--- src/rtl/uart_iomem_pkg.sv ---
// Shared constants, register map and FSM state types for the picosoc iomem UART.
package uart_iomem_pkg;

  localparam int unsigned BUS_W  = 32;
  localparam int unsigned STRB_W = 4;
  localparam int unsigned DIV_W  = 16;
  localparam int unsigned BYTE_W = 8;

  localparam logic [1:0] REG_DATA   = 2'd0;
  localparam logic [1:0] REG_STATUS = 2'd1;
  localparam logic [1:0] REG_CLKDIV = 2'd2;

  localparam int unsigned ST_RX_NONEMPTY  = 0;
  localparam int unsigned ST_TX_BUSY      = 1;
  localparam int unsigned ST_RX_FULL      = 2;
  localparam int unsigned ST_OVERRUN      = 3;
  localparam int unsigned ST_FRAME_ERR    = 4;
  localparam int unsigned ST_RX_COUNT_LSB = 8;
  localparam int unsigned RX_COUNT_W      = 5;

  localparam int unsigned FRAME_BITS = 10;
  localparam int unsigned DATA_BITS  = FRAME_BITS - 2;

  localparam logic [DIV_W-1:0] MIN_DIV = 16'd4;

  typedef enum logic [1:0] {TX_IDLE, TX_START, TX_DATA, TX_STOP} tx_state_e;
  typedef enum logic [1:0] {RX_IDLE, RX_START, RX_DATA, RX_STOP} rx_state_e;

  // Divider values below MIN_DIV would leave no room for a mid-bit RX sample.
  function automatic logic [DIV_W-1:0] clamp_div(input logic [DIV_W-1:0] d);
    return (d < MIN_DIV) ? MIN_DIV : d;
  endfunction

endpackage

--- src/rtl/uart_iomem_if.sv ---
// picosoc iomem bus between the SoC (master) and a peripheral (slave).
interface uart_iomem_if;
  import uart_iomem_pkg::*;

  logic              iomem_valid;
  logic              iomem_ready;
  logic [STRB_W-1:0] iomem_wstrb;
  logic [BUS_W-1:0]  iomem_addr;
  logic [BUS_W-1:0]  iomem_wdata;
  logic [BUS_W-1:0]  iomem_rdata;

  modport master (
    output iomem_valid, iomem_wstrb, iomem_addr, iomem_wdata,
    input  iomem_ready, iomem_rdata
  );

  modport slave (
    input  iomem_valid, iomem_wstrb, iomem_addr, iomem_wdata,
    output iomem_ready, iomem_rdata
  );
endinterface

--- src/rtl/uart_rx_fifo.sv ---
// Synchronous receive FIFO; a push while full is dropped and flagged on dropped_c.
module uart_rx_fifo #(
  parameter  int unsigned DEPTH  = 16,
  parameter  int unsigned DATA_W = 8,
  localparam int unsigned PTR_W  = $clog2(DEPTH),
  localparam int unsigned CNT_W  = $clog2(DEPTH) + 1
) (
  input  logic              clk,
  input  logic              reset,
  input  logic              push,
  input  logic [DATA_W-1:0] push_data,
  input  logic              pop,
  output logic [DATA_W-1:0] pop_data_c,
  output logic              full_c,
  output logic              empty_c,
  output logic [CNT_W-1:0]  count,
  output logic              dropped_c
);

  logic [DATA_W-1:0] mem [DEPTH];
  logic [PTR_W-1:0]  wr_ptr;
  logic [PTR_W-1:0]  rd_ptr;
  logic              push_ok_c;
  logic              pop_ok_c;

  // Fullness is judged on the registered count, before any same-cycle pop.
  assign full_c     = (count == CNT_W'(DEPTH));
  assign empty_c    = (count == '0);
  assign push_ok_c  = push & ~full_c;
  assign pop_ok_c   = pop & ~empty_c;
  assign dropped_c  = push & full_c;
  assign pop_data_c = mem[rd_ptr];

  always_ff @(posedge clk) begin
    if (push_ok_c) begin
      mem[wr_ptr] <= push_data;
    end
  end

  always_ff @(posedge clk) begin
    if (reset) begin
      wr_ptr <= '0;
      rd_ptr <= '0;
      count  <= '0;
    end else begin
      if (push_ok_c) begin
        wr_ptr <= wr_ptr + PTR_W'(1);
      end
      if (pop_ok_c) begin
        rd_ptr <= rd_ptr + PTR_W'(1);
      end
      count <= count + CNT_W'(push_ok_c) - CNT_W'(pop_ok_c);
    end
  end

endmodule

--- src/rtl/uart_iomem.sv ---
// Memory-mapped UART on the picosoc iomem bus: TX serialiser, RX deserialiser
// feeding a FIFO, sticky error flags and a level irq while RX data is pending.
module uart_iomem
  import uart_iomem_pkg::*;
#(
  parameter int unsigned DEFAULT_DIV = 139,
  parameter int unsigned RX_DEPTH    = 16
) (
  input  logic         clk,
  input  logic         reset,
  uart_iomem_if.slave  bus,
  output logic         ser_tx,
  input  logic         ser_rx,
  output logic         irq
);

  localparam int unsigned CNT_W = $clog2(RX_DEPTH) + 1;

  logic [DIV_W-1:0]  clkdiv;
  logic              overrun;
  logic              frame_err;

  logic [1:0]        reg_sel_c;
  logic              is_read_c;
  logic              tx_wr_c;
  logic              tx_busy_c;
  logic              accept_c;
  logic              pop_c;
  logic              w1c_c;
  logic              div_wr_c;
  logic [DIV_W-1:0]  div_wr_val_c;
  logic [DIV_W-1:0]  div_m1_c;
  logic [DIV_W-1:0]  half_m1_c;
  logic [BUS_W-1:0]  status_c;
  logic [BUS_W-1:0]  rd_val_c;
  logic [RX_COUNT_W-1:0] rx_count_c;

  logic [BYTE_W-1:0] fifo_rdata_c;
  logic              fifo_full_c;
  logic              fifo_empty_c;
  logic [CNT_W-1:0]  fifo_count;
  logic              fifo_drop_c;

  tx_state_e         tx_state;
  logic [DIV_W-1:0]  tx_cnt;
  logic [2:0]        tx_bit;
  logic [BYTE_W-1:0] tx_shift;

  rx_state_e         rx_state;
  logic [DIV_W-1:0]  rx_cnt;
  logic [2:0]        rx_bit;
  logic [BYTE_W-1:0] rx_shift;
  logic              rx_s1;
  logic              rx_s2;
  logic              rx_prev;
  logic              rx_fall_c;
  logic              rx_tick_c;
  logic              rx_push_c;
  logic              rx_ferr_c;

  logic              unused_c;

  assign unused_c = ^{bus.iomem_addr[BUS_W-1:4], bus.iomem_addr[1:0],
                      bus.iomem_wdata[BUS_W-1:DIV_W], bus.iomem_wstrb[STRB_W-1:2]};

  // Bus decode; a TX enqueue while the shifter is busy is held off, not accepted.
  assign reg_sel_c = bus.iomem_addr[3:2];
  assign is_read_c = (bus.iomem_wstrb == '0);
  assign tx_busy_c = (tx_state != TX_IDLE);
  assign tx_wr_c   = ~is_read_c & (reg_sel_c == REG_DATA) & bus.iomem_wstrb[0];
  assign accept_c  = bus.iomem_valid & ~bus.iomem_ready & ~(tx_wr_c & tx_busy_c);
  assign pop_c     = accept_c & is_read_c & (reg_sel_c == REG_DATA) & ~fifo_empty_c;
  assign w1c_c     = accept_c & ~is_read_c & (reg_sel_c == REG_STATUS) & bus.iomem_wstrb[0];
  assign div_wr_c  = accept_c & ~is_read_c & (reg_sel_c == REG_CLKDIV) & (|bus.iomem_wstrb[1:0]);

  assign div_wr_val_c = {bus.iomem_wstrb[1] ? bus.iomem_wdata[15:8] : clkdiv[15:8],
                         bus.iomem_wstrb[0] ? bus.iomem_wdata[7:0]  : clkdiv[7:0]};
  assign div_m1_c  = clkdiv - DIV_W'(1);
  assign half_m1_c = (clkdiv >> 1) - DIV_W'(1);

  assign rx_count_c = (32'(fifo_count) > 32'd31) ? RX_COUNT_W'(31) : RX_COUNT_W'(fifo_count);

  always_comb begin
    status_c = '0;
    status_c[ST_RX_NONEMPTY] = ~fifo_empty_c;
    status_c[ST_TX_BUSY]     = tx_busy_c;
    status_c[ST_RX_FULL]     = fifo_full_c;
    status_c[ST_OVERRUN]     = overrun;
    status_c[ST_FRAME_ERR]   = frame_err;
    status_c[ST_RX_COUNT_LSB +: RX_COUNT_W] = rx_count_c;
  end

  always_comb begin
    rd_val_c = '0;
    case (reg_sel_c)
      REG_DATA:   rd_val_c = fifo_empty_c ? 32'hFFFF_FFFF : {24'h0, fifo_rdata_c};
      REG_STATUS: rd_val_c = status_c;
      REG_CLKDIV: rd_val_c = {16'h0, clkdiv};
      default:    rd_val_c = '0;
    endcase
  end

  // Completion pulse and read data, one cycle after acceptance.
  always_ff @(posedge clk) begin
    if (reset) begin
      bus.iomem_ready <= 1'b0;
      bus.iomem_rdata <= '0;
    end else begin
      bus.iomem_ready <= accept_c;
      bus.iomem_rdata <= (accept_c & is_read_c) ? rd_val_c : '0;
    end
  end

  // Control registers; a new error event wins over a same-cycle W1C.
  always_ff @(posedge clk) begin
    if (reset) begin
      clkdiv    <= DIV_W'(DEFAULT_DIV);
      overrun   <= 1'b0;
      frame_err <= 1'b0;
      irq       <= 1'b0;
    end else begin
      if (div_wr_c) begin
        clkdiv <= clamp_div(div_wr_val_c);
      end
      if (fifo_drop_c) begin
        overrun <= 1'b1;
      end else if (w1c_c & bus.iomem_wdata[ST_OVERRUN]) begin
        overrun <= 1'b0;
      end
      if (rx_ferr_c) begin
        frame_err <= 1'b1;
      end else if (w1c_c & bus.iomem_wdata[ST_FRAME_ERR]) begin
        frame_err <= 1'b0;
      end
      irq <= ~fifo_empty_c;
    end
  end

  // TX shifter: each bit reloads the divider, so CLKDIV changes land on bit boundaries.
  always_ff @(posedge clk) begin
    if (reset) begin
      tx_state <= TX_IDLE;
      ser_tx   <= 1'b1;
      tx_cnt   <= '0;
      tx_bit   <= '0;
      tx_shift <= '0;
    end else begin
      case (tx_state)
        TX_IDLE: begin
          if (accept_c & tx_wr_c) begin
            tx_state <= TX_START;
            ser_tx   <= 1'b0;
            tx_cnt   <= div_m1_c;
            tx_shift <= bus.iomem_wdata[BYTE_W-1:0];
          end
        end
        TX_START: begin
          if (tx_cnt == '0) begin
            tx_state <= TX_DATA;
            ser_tx   <= tx_shift[0];
            tx_shift <= tx_shift >> 1;
            tx_bit   <= '0;
            tx_cnt   <= div_m1_c;
          end else begin
            tx_cnt <= tx_cnt - DIV_W'(1);
          end
        end
        TX_DATA: begin
          if (tx_cnt == '0) begin
            tx_cnt <= div_m1_c;
            if (tx_bit == 3'(DATA_BITS - 1)) begin
              tx_state <= TX_STOP;
              ser_tx   <= 1'b1;
            end else begin
              ser_tx   <= tx_shift[0];
              tx_shift <= tx_shift >> 1;
              tx_bit   <= tx_bit + 3'd1;
            end
          end else begin
            tx_cnt <= tx_cnt - DIV_W'(1);
          end
        end
        TX_STOP: begin
          if (tx_cnt == '0) begin
            tx_state <= TX_IDLE;
          end else begin
            tx_cnt <= tx_cnt - DIV_W'(1);
          end
        end
        default: tx_state <= TX_IDLE;
      endcase
    end
  end

  assign rx_fall_c = rx_prev & ~rx_s2;
  assign rx_tick_c = (rx_cnt == '0);
  assign rx_push_c = (rx_state == RX_STOP) & rx_tick_c & rx_s2;
  assign rx_ferr_c = (rx_state == RX_STOP) & rx_tick_c & ~rx_s2;

  // RX: synchroniser, then half-bit start qualification and mid-bit sampling.
  always_ff @(posedge clk) begin
    if (reset) begin
      rx_s1    <= 1'b1;
      rx_s2    <= 1'b1;
      rx_prev  <= 1'b1;
      rx_state <= RX_IDLE;
      rx_cnt   <= '0;
      rx_bit   <= '0;
      rx_shift <= '0;
    end else begin
      rx_s1   <= ser_rx;
      rx_s2   <= rx_s1;
      rx_prev <= rx_s2;
      case (rx_state)
        RX_IDLE: begin
          if (rx_fall_c) begin
            rx_state <= RX_START;
            rx_cnt   <= half_m1_c;
          end
        end
        RX_START: begin
          if (rx_tick_c) begin
            if (rx_s2) begin
              rx_state <= RX_IDLE;
            end else begin
              rx_state <= RX_DATA;
              rx_bit   <= '0;
              rx_cnt   <= div_m1_c;
            end
          end else begin
            rx_cnt <= rx_cnt - DIV_W'(1);
          end
        end
        RX_DATA: begin
          if (rx_tick_c) begin
            rx_shift <= {rx_s2, rx_shift[BYTE_W-1:1]};
            rx_cnt   <= div_m1_c;
            if (rx_bit == 3'(DATA_BITS - 1)) begin
              rx_state <= RX_STOP;
            end else begin
              rx_bit <= rx_bit + 3'd1;
            end
          end else begin
            rx_cnt <= rx_cnt - DIV_W'(1);
          end
        end
        RX_STOP: begin
          if (rx_tick_c) begin
            rx_state <= RX_IDLE;
          end else begin
            rx_cnt <= rx_cnt - DIV_W'(1);
          end
        end
        default: rx_state <= RX_IDLE;
      endcase
    end
  end

  uart_rx_fifo #(
    .DEPTH  (RX_DEPTH),
    .DATA_W (BYTE_W)
  ) u_rx_fifo (
    .clk        (clk),
    .reset      (reset),
    .push       (rx_push_c),
    .push_data  (rx_shift),
    .pop        (pop_c),
    .pop_data_c (fifo_rdata_c),
    .full_c     (fifo_full_c),
    .empty_c    (fifo_empty_c),
    .count      (fifo_count),
    .dropped_c  (fifo_drop_c)
  );

endmodule
--- src/flat_wrapper.sv ---
// flat-port wrapper written by rule: the top's interface ports become plain ports
module uart_iomem_flat import uart_iomem_pkg::*;
#(
  parameter int unsigned DEFAULT_DIV = 139,
  parameter int unsigned RX_DEPTH    = 16
)
  (clk, reset, ser_tx, ser_rx, irq, bus_iomem_valid, bus_iomem_wstrb, bus_iomem_addr, bus_iomem_wdata, bus_iomem_ready, bus_iomem_rdata);
  uart_iomem_if bus_i ();
  input  logic clk;
  input  logic reset;
  output logic ser_tx;
  input  logic ser_rx;
  output logic irq;
  input wire logic [$bits(bus_i.iomem_valid)-1:0] bus_iomem_valid;
  input wire logic [$bits(bus_i.iomem_wstrb)-1:0] bus_iomem_wstrb;
  input wire logic [$bits(bus_i.iomem_addr)-1:0] bus_iomem_addr;
  input wire logic [$bits(bus_i.iomem_wdata)-1:0] bus_iomem_wdata;
  output wire logic [$bits(bus_i.iomem_ready)-1:0] bus_iomem_ready;
  output wire logic [$bits(bus_i.iomem_rdata)-1:0] bus_iomem_rdata;
  assign bus_i.iomem_valid = bus_iomem_valid;
  assign bus_i.iomem_wstrb = bus_iomem_wstrb;
  assign bus_i.iomem_addr = bus_iomem_addr;
  assign bus_i.iomem_wdata = bus_iomem_wdata;
  assign bus_iomem_ready = bus_i.iomem_ready;
  assign bus_iomem_rdata = bus_i.iomem_rdata;
  uart_iomem #(.DEFAULT_DIV(DEFAULT_DIV), .RX_DEPTH(RX_DEPTH)) u_core (.clk(clk), .reset(reset), .bus(bus_i), .ser_tx(ser_tx), .ser_rx(ser_rx), .irq(irq));
endmodule
--- config.mk ---
export PLATFORM = sky130hd
export DESIGN_NAME = uart_iomem_flat
export DESIGN_NICKNAME = d
export VERILOG_FILES = /design/src/rtl/uart_iomem_pkg.sv /design/src/rtl/uart_iomem_if.sv /design/src/rtl/uart_rx_fifo.sv /design/src/rtl/uart_iomem.sv /design/src/flat_wrapper.sv
export SDC_FILE = /design/constraint.sdc
export NUM_CORES = 1
export LEC_CHECK = 0
export ABC_AREA = 1
export CELL_PAD_IN_SITES_DETAIL_PLACEMENT = 1
export CELL_PAD_IN_SITES_GLOBAL_PLACEMENT = 1
export CORE_MARGIN = 2
export CORE_UTILIZATION = 44
export DETAILED_ROUTE_END_ITERATION = 12
export GPL_ROUTABILITY_DRIVEN = 0
export PLACE_DENSITY_LB_ADDON = 0.1
export REMOVE_ABC_BUFFERS = 1
export SETUP_SLACK_MARGIN = 0.05
export SYNTH_ARGS = -nofsm -noshare
export SYNTH_HDL_FRONTEND = slang
export SYNTH_SLANG_ARGS = --single-unit
--- constraint.sdc ---
create_clock -name clk -period 3.85 [get_ports clk]
set_clock_uncertainty 0.15 [all_clocks]
set_input_delay 0.77 -clock clk [delete_from_list [all_inputs] [get_ports clk]]
set_output_delay 0.77 -clock clk [all_outputs]
set_load 0.05 [all_outputs]
; Word-level counts from Yosys, hierarchy flattened
; Memory sizes are Yosys's and may differ from the RTL's. A register that Yosys moved wholly into a read port is not among the register bits.
; Cells that the tools add are included.
[classes]
n_bitwise = 30
eq_ne = 27
muxes = 55
n_reduce_logical = 25
order_cmp = 1
add_sub_neg = 10
[ops]
columns = op, n
row1 = $mux 16, 9
row2 = $pmux 32 s3, 1
row3 = $pmux 16 s4, 1
row4 = $mux 8, 6
row5 = $pmux 16 s3, 1
row6 = $sub 16x1->16 const B, 3
row7 = $logic_not 16->1, 2
row8 = $mux 32, 1
row9 = $pmux 8 s3, 1
row10 = $and 1x1->1, 23
row11 = $mux 2, 11
row12 = $mux 3, 7
row13 = $ne 2x1->1 const B, 10
row14 = $reduce_and 5->1, 4
row15 = $lt 16x3->1 const B, 1
row16 = $pmux 2 s4, 2
row17 = $sub 15x1->16 const B, 1
row18 = $pmux 3 s2, 2
row19 = $eq 2x2->1 const B, 5
row20 = $mux 1, 10
row21 = $ne 2x2->1 const B, 5
row22 = $reduce_bool 2->1, 5
row23 = $add 4x1->4 const B, 2
row24 = $mux 4, 2
row25 = 17 further kinds, 33
[totals]
wordCells = 170
mem_count = 1
mem_bits_rw = 128
register_bits = 127
output_inout_bits = 35
[memory_table]
columns = name, depth, width, read_ports, rd_ports_with_merged_regs, wr, line_no
row1 = u_core.u_rx_fifo.mem, 16, 8, 1, 1, 1, uart_rx_fifo.sv:20  ; logic [DATA_W-1:0] mem [DEPTH];

; Depth between registers and ports, before layout
[depth]
word_depth = 13
ltp_mapped = 17

; Cells and area by module
; A second synthesis with hierarchy kept.
[unflattened]
cells_unflattened = 1677
hier_area_um2 = 12943.7
[by_module_without_submodules]
columns = module, seq_area_each_um2, area_per_inst_um2, cells_per_inst, n_inst
row1 = uart_iomem, 1981.9, 6485.0, 1022, 1
row2 = uart_rx_fifo, 4184.0, 6458.7, 655, 1

; Worst setup path after synthesis
; No wires, ideal clock.
[synth_timing]
kind = input -> register
startpoint = input port bus_iomem_wstrb[0]
endpoint = register u_core.u_rx_fifo.count[4]
arrival_time_ns = 2.582
setup_slack_ns = 1.048
required_time_ns = 3.630
path_stages = 15
path_cell_list = buf_2 -> nand3_1 -> nand2_1 -> inv_1 -> nand4_1 -> inv_1 -> nand2_1 -> nand2_1 -> ha_1 -> fa_1 -> nand2_1 -> a21oi_1 -> nor2_1 -> o21ai_0 -> a21oi_1
[synth_via]
elab_chain_len = 12
[synth_rtl]
columns = element, line_no
row1 = from (decl), flat_wrapper.sv:15  ; input wire logic [$bits(bus_i.iomem_wstrb)-1:0] bus_iomem_wstrb;
row2 = $logic_not 4->1, uart_iomem.sv:68  ; assign is_read_c = (bus.iomem_wstrb == '0);
row3 = $not 1->1, uart_iomem.sv:70  ; assign tx_wr_c = ~is_read_c & (reg_sel_c == REG_DATA) & bus.iomem_wstrb[0];
row4 = $and 1x1->1 (2 in series), uart_iomem.sv:70
row5 = $and 1x1->1, uart_iomem.sv:71  ; assign accept_c = bus.iomem_valid & ~bus.iomem_ready & ~(tx_wr_c & tx_busy_c);
row6 = $not 1->1, uart_iomem.sv:71
row7 = $and 1x1->1, uart_iomem.sv:71
row8 = $and 1x1->1 (*) (3 in series), uart_iomem.sv:72  ; assign pop_c = accept_c & is_read_c & (reg_sel_c == REG_DATA) & ~fifo_empty_c;
row9 = $and 1x1->1 (*), uart_rx_fifo.sv:30  ; assign pop_ok_c = pop & ~empty_c;
row10 = $sub 5x1->5 (*), uart_rx_fifo.sv:52  ; count <= count + CNT_W'(push_ok_c) - CNT_W'(pop_ok_c);
row11 = to (signal assigned), uart_rx_fifo.sv:52
row12 = to (decl), uart_rx_fifo.sv:16  ; output logic [CNT_W-1:0] count,
; Every way passes the cells marked *; elsewhere a longest branch is shown, timed or not.
; A chain may end at the register's enable or synchronous reset.

; Final worst setup path
[layout_timing]
startpoint = input port bus_iomem_valid
endpoint = register u_core.u_rx_fifo.count[4]
[layout_via]
elab_chain_len = 7
[layout_rtl]
columns = element, line_no
row1 = from (decl), flat_wrapper.sv:14  ; input wire logic [$bits(bus_i.iomem_valid)-1:0] bus_iomem_valid;
row2 = $and 1x1->1 (2 in series), uart_iomem.sv:71
row3 = $and 1x1->1 (3 in series), uart_iomem.sv:72
row4 = $and 1x1->1, uart_rx_fifo.sv:30
row5 = $sub 5x1->5, uart_rx_fifo.sv:52
; No other way between the ends.

==> impl_metrics.py <==
metrics = {
    "yosys": {
        "ys_ff_latch": 244,
        "synth_warnings": 0,
        "postSynthAreaPerCell_um2": 8.45,
        "synth.distinct_cells": 49,
        "syn-cell-area_um2": 12100,
        "synthCells": 1433,
        "sequential_area_share_after_synthesis_pct": 50.9,
    },
    "critical_path": {
        "timing.critical_path.arrival_ps": 3360,
        "path_class": "input port to flip-flop",
        "timing.critical_path.cells": "clkdlybuf4s50_1 > inv_1 > nor2_1 > nand2_1 > inv_1 > nand4_1 > buf_4 > nand2_1 > nand2_1 > ha_1 > fa_1 > nand2_1 > a21oi_1 > nor2_1 > o21ai_0 > a21oi_1",
        "setup.worst_path.end_class": "flip-flop",
        "worst_ep_required_time_ps": 4170,
        "worstSetupStartpointType": "input port",
        "slowest_stage": "sky130_fd_sc_hd__clkdlybuf4s50_1",
        "worstPathMaxFanout": 7,
        "cpLargestDelayFamily": "buffers and inverters",
        "critical_path.max_stage_delay_ps": 460,
        "critical_path_buf_inv_count": 4,
        "critPathMostFrequentCell": "sky130_fd_sc_hd__nand2_1",
    },
    "timing": {
        "timing_max_transition_violations_final": 0,
        "final.period_utilization_pct": 78.9,
        "post-route-min-period_ps": 3040,
        "final_hold_viol_count": 0,
        "number_of_endpoints_failing_setup_at_the_final_stage": 0,
        "tightest_slew_ps": 887,
        "unrepaired_setup_endpoints_after_global_routing": "false",
        "maxSlewHeadroom_pct": 40.6,
        "max_fclk_mhz": 329,
    },
    "grt": {
        "grt_antenna_before_repair": 0,
        "grt_start_max_net_pins": 65,
        "combined_global_route_utilization_of_all_metal_layers_pct": 25.5,
        "via_count_of_the_first_global_routing_pass": 10500,
        "grt_pass1_wl_um": 57000,
        "overflow": 0,
    },
    "clocking": {
        "clock_sinks": 244,
        "cts_made_buffers": 28,
        "largest_buffer_count_on_any_clock_path": 3,
        "postCtsResizedCells": 0,
        "worst_setup_hold_path_clk_slew_ps": 60,
        "hold_fix_buffers_cts": 0,
        "cts_setup_buffers": 0,
        "clock_tree.htree_level_count": 1,
        "source_to_sink_clock_delay_at_the_later_pin_of_the_worst_skew_pair_ps": 550,
        "tritoncts": "built",
        "cts_root_buffer": "sky130_fd_sc_hd__clkbuf_16",
    },
    "cells_and_area": {
        "mostFrequentLayoutCells": "254 x sky130_fd_sc_hd__nand2_1, 220 x sky130_fd_sc_hd__nor2_1, 133 x sky130_fd_sc_hd__o21ai_0, 128 x sky130_fd_sc_hd__edfxtp_1, 115 x sky130_fd_sc_hd__dfxtp_1",
        "stdcell_count": 1832,
        "insertedDiodeCount": 0,
        "layout_cell_share_with_drive_strength_beyond_1_pct": 7.31,
        "areaGrowthSynthToFinish_pct": 14.1,
        "final_nets": 1571,
        "utilization_pct": 51.1,
        "mostFrequentLayoutCell": "sky130_fd_sc_hd__nand2_1",
        "nFillCells": 3217,
    },
    "flow_run": {
        "drv.max_cap_violation_count": 0,
    },
    "floorplan": {
        "die_height_um": 170,
        "die_w_um": 170,
        "die_area_um2": 28900,
        "core_area_um2": 27000,
        "io_pins": 107,
        "floorplan.rows": 60,
        "initial_utilization_pct": 44.8,
    },
    "placed_design": {
        "dp_hpwl_um": 26200,
        "io_buffer_count": 60,
        "placed_cells": 1780,
    },
    "status": {
        "run_status": "finished, final reports clean",
    },
    "pwr": {
        "total_switching_power_uw": 3340,
        "internal_power_uw": 5470,
        "combinationalPowerShare_pct": 34.5,
        "vdd_ir_drop_max_mv": 0.478,
        "leakagePower_uw": 0.00542,
        "clkPwrFrac_pct": 30.1,
        "switching_share_pct": 37.9,
        "power_per_cell_area_nw_per_um2": 638,
        "share_seq_of_total_power_pct": 35.4,
    },
    "detailed_routing": {
        "drt_drc_violations_left": 0,
        "routedWlPerCell_um": 19.9,
        "ant_nets": 0,
        "wirelength_um": 36400,
        "viasPerCell": 5.48,
        "drt_pass1_iterations": 5,
        "first_iteration_detailed_routing_drc_count": 537,
        "vias": 10000,
    },
    "worst_hold_path": {
        "class_of_the_tightest_hold_or_removal_check": "flip-flop to flip-flop",
    },
}
## sequential cells by signal, indices dropped and copies added, names as in the netlist, 2 cells and up, named ones only
name	count
u_core.rx_shift	8
u_core.tx_shift	8
u_core.tx_bit	3
u_core.u_rx_fifo.count	5
u_core.rx_cnt	16
u_core.bus.iomem_rdata	17
u_core.clkdiv	16
u_core.u_rx_fifo.mem	128
u_core.tx_cnt	16
u_core.u_rx_fifo.rd_ptr	4
u_core.rx_bit	3
u_core.tx_state	2
u_core.u_rx_fifo.wr_ptr	4
## cell families after synthesis
family	count (synthesis)	synth area share, %
AND/OR/NAND/NOR	605	21.1
XOR/XNOR	36	2.60
flip-flops	244	50.9
adder cells (fa/ha/maj)	30	3.16
AO/OA/AOI/OAI	321	15.1
buffers and inverters	197	7.09
## per-layer routing
| metal | global-route usage, % | share of wire (%) |
|---|---|---|
| met4 | 9.62 | 3.8 |
| met3 | 2.79 | 3.6 |
| met5 | 0 | 0 |
| met2 | 48.1 | 52 |
| met1 | 29.6 | 41 |
## Yosys cell counts (all sizes together)
master / count / area, um^2
a211oi: 4 / 30.0
a21oi: 110 / 551
a221oi: 9 / 78.8
a31oi: 6 / 37.5
buf: 45 / 285
clkbuf: 29 / 110
clkinv: 4 / 16.3
dfxtp: 116 / 2320
edfxtp: 128 / 3840
fa: 1 / 20.0
ha: 29 / 363
inv: 119 / 447
nand2: 261 / 1000
nand2b: 1 / 6.26
nand3: 80 / 418
nand3b: 1 / 7.51
nand4: 10 / 62.6
nor2: 235 / 962
nor3: 10 / 50.1
nor3b: 3 / 27.5
o2111ai: 1 / 8.76
o211a: 7 / 70.1
o211ai: 29 / 223
o21a: 2 / 15.0
o21ai: 144 / 739
o221ai: 7 / 61.3
o22ai: 1 / 6.26
o31ai: 1 / 7.51
or2: 4 / 25.0
xnor2: 4 / 35.0
xor2: 32 / 280
## area by class of cell
class	instances	area (um^2)	area share [%]
timing repair buffer	80	746	5.40
clock buffer	41	842	6.09
clock inverter	11	87.6	0.634
multi-input combinational	992	5090	36.8
tap	341	427	3.09
sequential	244	6170	44.6
inverter	123	463	3.35
## stage by stage
| stage | area (um^2) | setup slack (ps) | hold slack (ps) | total power, uW | TNS [ps] |
|---|---|---|---|---|---|
| after floorplan | 11700 | -2490 | 239 | 5330 | -39810 |
| after global placement | 12900 | 291 | 255 | 6120 | 0 |
| after detailed placement | 12900 | 267 | 253 | 6210 | 0 |
| after CTS | 13800 | 815 | 267 | 8880 | 0 |
| after global routing | 13800 | 548 | 288 | 9390 | 0 |
| final | 13800 | 811 | 264 | 8820 | 0 |
## worst paths after layout
path,cells past startpoint,startpoint,to,slack (ps)
hold / removal,1,u_core.rx_s1$_SDFF_PP1_,u_core.rx_s2$_SDFF_PP1_,260
hold reg to reg,1,u_core.rx_s1$_SDFF_PP1_,u_core.rx_s2$_SDFF_PP1_,260
setup reg to reg,13,u_core.rx_state[0]$_SDFFE_PP0P_,u_core.u_rx_fifo.count[4]$_SDFF_PP0_,860
setup / recovery,16,bus_iomem_valid,u_core.u_rx_fifo.count[4]$_SDFF_PP0_,810
## power by group through the flow
stage / logic, uW / registers, uW / clock network [uW]
floorplan: 2190 / 3140 / 0
global placement: 2950 / 3170 / 0
detailed placement: 3030 / 3180 / 0
CTS: 3060 / 3120 / 2700
global route: 3430 / 3160 / 2810
finish: 3040 / 3120 / 2650
Power figures use the tool's default switching activity.
